[config.mk]
export PLATFORM = sky130hd
export DESIGN_NAME = fetch_redirect_ctrl
export DESIGN_NICKNAME = d
export VERILOG_FILES = /design/src/rtl/fetch_redirect_ctrl_pkg.sv /design/src/rtl/fetch_redirect_ctrl_load_use_detect.sv /design/src/rtl/fetch_redirect_ctrl.sv
export SDC_FILE = /design/constraint.sdc
export NUM_CORES = 1
export LEC_CHECK = 0
export ABC_AREA = 1
export CORE_MARGIN = 3
export CORE_UTILIZATION = 40
export CTS_BUF_LIST = sky130_fd_sc_hd__clkbuf_8
export DETAILED_ROUTE_END_ITERATION = 7
export PLACE_DENSITY_LB_ADDON = 0.2
export REMOVE_ABC_BUFFERS = 1
export SLEW_MARGIN = 20
export SYNTH_ARGS = -nofsm -noshare
export SYNTH_HDL_FRONTEND = slang
export SYNTH_SLANG_ARGS = --single-unit
export TNS_END_PERCENT = 50
[constraint.sdc]
create_clock -name clk -period 3.6 [get_ports clk]
set_input_delay 0.72 -clock clk [delete_from_list [all_inputs] [get_ports clk]]
set_output_delay 0.72 -clock clk [all_outputs]
set_load 0.01 [all_outputs]
[src/rtl/fetch_redirect_ctrl_pkg.sv]
// Shared types and constants for the IF-stage redirect/stall controller.
//   state_t     : controller FSM states
//   redir_src_t : which redirect source won arbitration this cycle
//   redir_select: fixed-priority arbiter exception > branch > jump
package fetch_redirect_ctrl_pkg;

    localparam logic [31:0] EXC_VECTOR = 32'h80000180;
    localparam logic [31:0] RESET_PC   = 32'h00400000;

    typedef enum logic [1:0] {
        RUN        = 2'd0,
        MDU_WAIT   = 2'd1,
        REDIR_PEND = 2'd2
    } state_t;

    typedef enum logic [1:0] {
        SRC_NONE   = 2'd0,
        SRC_JUMP   = 2'd1,
        SRC_BRANCH = 2'd2,
        SRC_EXC    = 2'd3
    } redir_src_t;

    // Fixed-priority pick of the redirect source.
    function automatic redir_src_t redir_select(input logic exc, input logic br, input logic jmp);
        if (exc)      return SRC_EXC;
        else if (br)  return SRC_BRANCH;
        else if (jmp) return SRC_JUMP;
        else          return SRC_NONE;
    endfunction

endpackage

[src/rtl/fetch_redirect_ctrl_load_use_detect.sv]
// Load-use hazard compare between the load in EX and the instruction in ID.
//   ex_memread, ex_rt            : load in EX and its destination register
//   id_rs, id_rt, id_uses_rs/rt  : source registers read by the ID instruction
//   hazard_c                     : combinational hazard flag
module load_use_detect (
    input  logic       ex_memread,
    input  logic [4:0] ex_rt,
    input  logic [4:0] id_rs,
    input  logic [4:0] id_rt,
    input  logic       id_uses_rs,
    input  logic       id_uses_rt,
    output logic       hazard_c
);

    // $zero never carries a dependency.
    always_comb begin
        hazard_c = ex_memread && (ex_rt != 5'd0) &&
                   ((id_uses_rs && (id_rs == ex_rt)) || (id_uses_rt && (id_rt == ex_rt)));
    end

endmodule

[src/rtl/fetch_redirect_ctrl.sv]
// IF-stage PC sequencer: arbitrates exception/branch/jump redirects, holds a
// redirect while imem is busy, and raises stall/flush for load-use hazards,
// multi-cycle MDU ops and imem wait. No branch delay slot.
//   inputs : imem_ready, ID source regs, EX load info, redirect sources, mdu_start
//   outputs: jumpif/jumpaddr/stall to PC, stall_id/flush_id/flush_ex to the
//            pipeline registers, mdu_busy/redirect_pending state flags
// Outputs are combinational from state and inputs; the PC acts on them at the
// next clock edge.
module fetch_redirect_ctrl
    import fetch_redirect_ctrl_pkg::*;
#(
    parameter logic [31:0] EXC_VECTOR  = fetch_redirect_ctrl_pkg::EXC_VECTOR,
    parameter int unsigned MDU_LATENCY = 4,
    parameter int unsigned CNT_W       = 4
) (
    input  logic        clk,
    input  logic        rst,
    input  logic        imem_ready,
    input  logic [4:0]  id_rs,
    input  logic [4:0]  id_rt,
    input  logic        id_uses_rs,
    input  logic        id_uses_rt,
    input  logic        ex_memread,
    input  logic [4:0]  ex_rt,
    input  logic        id_jump,
    input  logic [31:0] id_jump_target,
    input  logic        ex_branch_taken,
    input  logic [31:0] ex_branch_target,
    input  logic        exc_req,
    input  logic        mdu_start,
    output logic        jumpif,
    output logic [31:0] jumpaddr,
    output logic        stall,
    output logic        stall_id,
    output logic        flush_id,
    output logic        flush_ex,
    output logic        mdu_busy,
    output logic        redirect_pending
);

    state_t           state, state_n;
    logic [CNT_W-1:0] cnt, cnt_n;
    logic [31:0]      pend_addr, pend_addr_n;
    logic             hazard_c;
    redir_src_t       src_c;
    logic [31:0]      redir_addr_c;
    logic [31:0]      pend_issue_c;

    load_use_detect u_load_use_detect (
        .ex_memread (ex_memread),
        .ex_rt      (ex_rt),
        .id_rs      (id_rs),
        .id_rt      (id_rt),
        .id_uses_rs (id_uses_rs),
        .id_uses_rt (id_uses_rt),
        .hazard_c   (hazard_c)
    );

    // Winning redirect source and its target.
    always_comb begin
        src_c = redir_select(exc_req, ex_branch_taken, id_jump);
        case (src_c)
            SRC_EXC:    redir_addr_c = EXC_VECTOR;
            SRC_BRANCH: redir_addr_c = ex_branch_target;
            SRC_JUMP:   redir_addr_c = id_jump_target;
            default:    redir_addr_c = 32'h0;
        endcase
        // An exception arriving while a redirect is held replaces the held target.
        pend_issue_c = exc_req ? EXC_VECTOR : pend_addr;
    end

    // State register.
    always_ff @(posedge clk) begin
        if (rst) begin
            state     <= RUN;
            cnt       <= '0;
            pend_addr <= 32'h0;
        end else begin
            state     <= state_n;
            cnt       <= cnt_n;
            pend_addr <= pend_addr_n;
        end
    end

    // Next state and outputs.
    always_comb begin
        state_n          = state;
        cnt_n            = cnt;
        pend_addr_n      = pend_addr;
        jumpif           = 1'b0;
        jumpaddr         = 32'h0;
        stall            = 1'b0;
        stall_id         = 1'b0;
        flush_id         = 1'b0;
        flush_ex         = 1'b0;
        mdu_busy         = 1'b0;
        redirect_pending = 1'b0;

        case (state)
            RUN: begin
                if (src_c != SRC_NONE) begin
                    flush_id = 1'b1;
                    flush_ex = (src_c != SRC_JUMP);
                    jumpaddr = redir_addr_c;
                    if (imem_ready) begin
                        jumpif = 1'b1;
                    end else begin
                        stall       = 1'b1;
                        pend_addr_n = redir_addr_c;
                        state_n     = REDIR_PEND;
                    end
                end else if (mdu_start) begin
                    state_n = MDU_WAIT;
                    cnt_n   = CNT_W'(MDU_LATENCY - 1);
                end else if (hazard_c || !imem_ready) begin
                    stall    = 1'b1;
                    stall_id = 1'b1;
                    flush_ex = 1'b1;
                end
            end

            MDU_WAIT: begin
                mdu_busy = 1'b1;
                if (exc_req) begin
                    // Exception aborts the MDU wait.
                    flush_id = 1'b1;
                    flush_ex = 1'b1;
                    jumpaddr = EXC_VECTOR;
                    cnt_n    = '0;
                    if (imem_ready) begin
                        jumpif  = 1'b1;
                        state_n = RUN;
                    end else begin
                        stall       = 1'b1;
                        pend_addr_n = EXC_VECTOR;
                        state_n     = REDIR_PEND;
                    end
                end else begin
                    stall    = 1'b1;
                    stall_id = 1'b1;
                    flush_ex = 1'b1;
                    if (cnt == '0) state_n = RUN;
                    else           cnt_n   = cnt - CNT_W'(1);
                end
            end

            REDIR_PEND: begin
                redirect_pending = 1'b1;
                flush_id         = 1'b1;
                flush_ex         = 1'b1;
                jumpaddr         = pend_issue_c;
                pend_addr_n      = pend_issue_c;
                if (imem_ready) begin
                    jumpif  = 1'b1;
                    state_n = RUN;
                end else begin
                    stall = 1'b1;
                end
            end

            default: state_n = RUN;
        endcase

        // Reset forces every output low.
        if (rst) begin
            jumpif           = 1'b0;
            jumpaddr         = 32'h0;
            stall            = 1'b0;
            stall_id         = 1'b0;
            flush_id         = 1'b0;
            flush_ex         = 1'b0;
            mdu_busy         = 1'b0;
            redirect_pending = 1'b0;
        end
    end

endmodule

After elaboration in Yosys (flattened, before gate mapping)
Cells that the tools add are included.
{"block": "op_classes", "addsub": 1, "n_eq_ne": 19, "n_mux": 54, "n_reduce_logical": 17}
{"op": "32-bit case mux with 3 select lines", "count": 3}
{"op": "32-bit two-way mux", "count": 8}
{"op": "1-bit two-way mux", "count": 23}
{"op": "2-bit two-way mux", "count": 9}
{"op": "4-bit two-way mux", "count": 4}
{"op": "2-bit != test (second input constant)", "count": 7}
{"op": "3-bit != test (second input constant)", "count": 4}
{"op": "5-bit == test", "count": 2}
{"op": "1-bit case mux with 3 select lines", "count": 3}
{"op": "4-bit case mux with 2 select lines", "count": 1}
{"op": "4-bit AND reduction", "count": 2}
{"op": "2-bit == test (second input constant)", "count": 3}
{"op": "2-bit case mux with 3 select lines", "count": 1}
{"op": "5-bit AND reduction", "count": 1}
{"op": "5-bit nonzero test", "count": 1}
{"op": "2-bit by 1-bit == test with 1-bit output (second input constant)", "count": 2}
{"op": "1-bit logical AND", "count": 4}
{"op": "4-bit zero test", "count": 1}
{"op": "1-bit case mux with 2 select lines", "count": 2}
{"op": "2-bit nonzero test", "count": 2}
{"op": "4-bit by 1-bit subtractor with 4-bit output (second input constant)", "count": 1}
{"op": "3-bit nonzero test", "count": 1}
{"op": "2-bit zero test", "count": 1}
{"op": "1-bit logical OR", "count": 2}
{"op": "other kinds (3)", "count": 3}
{"block": "word_totals", "regBits": 38, "output_inout_bits": 39, "wordCells": 94}

Longest topological paths before layout
{"block": "logic_depth", "word_depth": 10, "ltp_mapped": 12, "depth_no_buf": 12}

Hierarchy
A second synthesis with hierarchy kept.
{"block": "hier_totals", "hier_cells": 691, "hier_area_um2": 3702.3}
{"module": "fetch_redirect_ctrl", "n_inst": 1, "cells_each": 637, "area_per_inst_um2": 3485.8, "seq_area_each_um2": 760.7}
{"module": "load_use_detect", "n_inst": 1, "cells_each": 54, "area_per_inst_um2": 216.5, "seq_area_each_um2": 0.0}

Worst setup path before layout
No wires, ideal clock.
{"block": "synth_timing", "path_type": "in2out", "from": "input exc_req", "to": "output jumpaddr[10]", "t_arrival_ns": 1.783, "required_time_ns": 2.880, "setup_slack_ns": 1.097, "stages": 6, "cell_sequence": "buf_4 > nor3_2 > buf_2 > a32o_1 > nand2_1 > a21oi_1"}
{"block": "synth_via", "elab_chain_cells": 6, "elab_cells_between_ends": 10, "cone_classes": "eq/ne (3); mux (6); reduce/logical (1)"}
{"item": "start: declaration", "line": "fetch_redirect_ctrl.sv:29", "source": "input logic exc_req,"}
{"item": "2-bit two-way mux", "line": "fetch_redirect_ctrl_pkg.sv:25", "source": "if (exc) return SRC_EXC;"}
{"item": "2-bit by 1-bit == test with 1-bit output or 2-bit == test (tied branches)", "line": "fetch_redirect_ctrl.sv:62", "source": "case (src_c)"}
{"item": "32-bit case mux with 3 select lines", "line": "fetch_redirect_ctrl.sv:62"}
{"item": "32-bit two-way mux", "line": "fetch_redirect_ctrl.sv:101", "source": "if (src_c != SRC_NONE) begin"}
{"item": "32-bit case mux with 3 select lines *", "line": "fetch_redirect_ctrl.sv:99", "source": "case (state)"}
{"item": "32-bit two-way mux *", "line": "fetch_redirect_ctrl.sv:165", "source": "if (rst) begin"}
{"item": "end: declaration", "line": "fetch_redirect_ctrl.sv:32", "source": "output logic [31:0] jumpaddr,"}
Every way passes the cells marked *; elsewhere a longest branch is shown, timed or not.

Worst setup path after layout
{"block": "layout_timing", "from": "input exc_req", "to": "output jumpaddr[24]"}
The elaborated chain is that of the path after synthesis.

==> results_dict.tcl <==
set metrics [dict create \
    skew_ns 0.00877 \
    via_per_inst 5.65 \
    synth_top_area_share_pct 24.3 \
    drt_iter0_drc 314 \
    die-area_sq_mm 0.00893 \
    placed_area_sq_mm 0.00449 \
    cts_root_buf "clkbuf_8" \
    ys_ff_latch 38 \
    fp.dieH_microns 94.5 \
    start_util_pct 42.3 \
    cp_max_fo 55 \
    cp-end-kind "primary output" \
    hp-start "cnt[3]$_SDFFE_PP0P_" \
    cts.sinks 38 \
    num_rows 31 \
    min_path_type "reg2reg" \
    cp_slowest_cell "clkdlybuf4s50_1" \
    hold_violations 0 \
    whs_endpoint "cnt[3]$_SDFFE_PP0P_" \
    r2r-start "state[0]$_SDFFE_PP0P_" \
    cpPeakStageDelay_ns 0.59 \
    tightest_slew_ns 0.545 \
    layout.nets 699 \
    cp_common_cell "clkdlybuf4s50_1" \
    cts_buffers 5 \
    setup-tns-final_ns 0 \
    grt_max_degree 56 \
    wirelength_mm 10.3 \
    holdPathStages 2 \
    leakage_nw 1.74 \
    portBuffers 127 \
    grt.total_usage_pct 22.4 \
    setup_violations 0 \
    antenna_cells 0 \
    rsz0062_at_grt "no" \
    first_pass_iters 4 \
    cp.required_ns 2.88 \
    synth_area_per_cell_sq_um 6.28 \
    core_area_sq_mm 0.00741 \
    timing.rr.end "pend_addr[27]$_SDFFE_PP0P_" \
    slew_headroom_pct 63.6 \
    wire_per_inst_microns 14.6 \
    die_w_microns 94.5 \
    htreeDepth 2 \
    cts_hold_buf 0 \
    r2r_slack_ns 1.42 \
    status "completed" \
    cts_buffer_depth 2 \
    final_cell_area_sq_mm 0.00463 \
    crit_type "in2out" \
    cts_setup_buffers 0 \
    cts.repair.resized 0 \
    total_power_mw 1.68 \
    ioPinCount 128 \
    finalCriticalPeriod_ns 3.44 \
    grt_pass1_wl_mm 16.6 \
    gr-total-overflow 0 \
    finalCritPeriodShare_pct 95.6 \
    via_count 3978 \
    r2r.worst_path.cells 8 \
    synth_area_leaders "dfxtp_1 24%, nand2_1 14%, a32o_1 9.3%" \
    power.density_mw_per_mm2 362 \
    clk_latency_ns 0.29 \
    critPathArrivalTime_ns 2.72 \
    clk_pin_slew_ns 0.08 \
    area_growth_pct 47.8 \
    cts_tree "built" \
    grt_antenna_before_repair 0 \
    yosysWarningCount 0 \
    netlist_instances 499 \
    fmax_mhz 290 \
    vdd_drop_max_mv 0.215 \
    ant_nets 0 \
    synth_cell_types 30 \
    start_kind "input port" \
    crit_chain "clkdlybuf4s50_1, inv_2, buf_12, a32o_1, nand2_1, a21oi_1, clkdlybuf4s50_1" \
    synth_area_sq_mm 0.00313 \
    first_global_vias 3630 \
    gp_congestion 0.854 \
    finalMaxSlewViolations 0 \
    ys_seq_area_share_pct 24.3 \
    drc 0 \
    post-dp-hpwl_mm 7.11 \
    maxCapViolations 0 \
    drive_gt1_share_pct 6.12 \
    synth_area_leader_cell "dfxtp_1" \
]
==> report_power, final <==
group | internal (mW) | leakage [nW] | switching, mW
registers | 0.496 | 0.314 | 0.0549
logic | 0.299 | 1.35 | 0.391
clock network | 0.278 | 0.0683 | 0.159
==> cell type report <==
type | instances | area (sq um)
inverter | 38 | 143
clock buffer | 5 | 68.8
clock inverter | 3 | 68.8
sequential | 38 | 761
tap | 99 | 124
timing repair buffer | 145 | 1450
multi-input combinational | 376 | 2020
fill | 697 | 2780
==> stage by stage <==
| step | hold WS, ns | worst slack (ns) | cells | util (%) |
|---|---|---|---|---|
| 3_3_place_gp | 0.477 | 0.103 | 696 | 60.6 |
| 4_1_cts | 0.502 | 0.0789 | 704 | 62.5 |
| 5_1_grt | 0.543 | 0.0268 | 704 | 62.5 |
| 2_1_floorplan | 0.468 | 0.481 | 452 | - |
| 3_5_place_dp | 0.490 | 0.0849 | 696 | 60.6 |
| 6_report | 0.494 | 0.157 | 704 | 62.5 |
==> critical path: cells and delay by family <==
kind            cells  cell delay [ns]
simple gates        1             0.06
compound gates      2             0.39
buf+inv             4             1.53
==> layer usage <==
metal,global-route usage (%),part of all wire [%]
met1,29.6,44
met2,38.1,46
met3,4.46,8.8
met4,4.33,0.73
met5,0,0
==> kinds of logic (layout without fill, tap and decap cells) <==
group / count (synthesis) / after routing / synth area share (%)
buffers and inverters: 85 / 191 / 11.5
adders and majority gates: 6 / 6 / 2.40
DFF: 38 / 38 / 24.3
AOI/OAI and AO/OA: 148 / 148 / 30.1
and+or+nand+nor: 222 / 222 / 31.6
==> flip-flops by register name (all words and copies together) (netlist names) <==
| name | cells |
|---|---|
| pend_addr | 32 |
| cnt | 4 |
| state | 2 |
==> placed cells by master (no fill, tap or decap) <==
cell	synthesis	final
dfxtp_1	38	38
or2_2	1	1
nand4_1	29	29
o21ai_0	10	10
a32oi_1	2	2
nor2_1	31	31
clkinv_4	0	1
ha_2	0	1
clkbuf_8	0	5
a22oi_1	1	1
nand3_1	38	38
nor3_1	4	4
dlymetal6s2s_1	0	1
ha_1	6	5
a21oi_1	42	42
o21ai_1	29	29
o31ai_1	1	1
a32o_1	29	29
o211ai_1	1	1
buf_12	0	3
clkdlybuf4s50_1	0	126
inv_2	4	4
clkinv_1	2	2
inv_1	32	32
a211oi_1	1	1
nand2_1	114	114
nor2_2	2	2
nor3_4	1	2
bufinv_16	0	2
a31oi_1	32	32
nand3_2	1	1
buf_4	1	15
==> cell usage after synthesis (all sizes together) <==
library cell and number:
a21oi 42, a22oi 1, nand4 29, buf 23, a31oi 32, a32o 29
nor2 33, o211ai 1, or2 1, a211oi 1, ha 6, dfxtp 38
nand2 114, nand3 39, clkinv 2, o31ai 1, o21ai 39, inv 36
nor3 6, a32oi 2, clkbuf 24
==> worst max path at each step <==
| stage | to | cells past startpoint | startpoint |
|---|---|---|---|
| detailed placement | jumpaddr[24] | 7 | ex_branch_taken |
| finish | jumpaddr[24] | 7 | exc_req |
| floorplan | stall | 9 | exc_req |
| CTS | jumpaddr[24] | 7 | ex_branch_taken |
| global placement | jumpaddr[20] | 7 | ex_branch_taken |
| global route | jumpaddr[24] | 7 | exc_req |
Note: power is estimated with default switching activity, not from simulation.
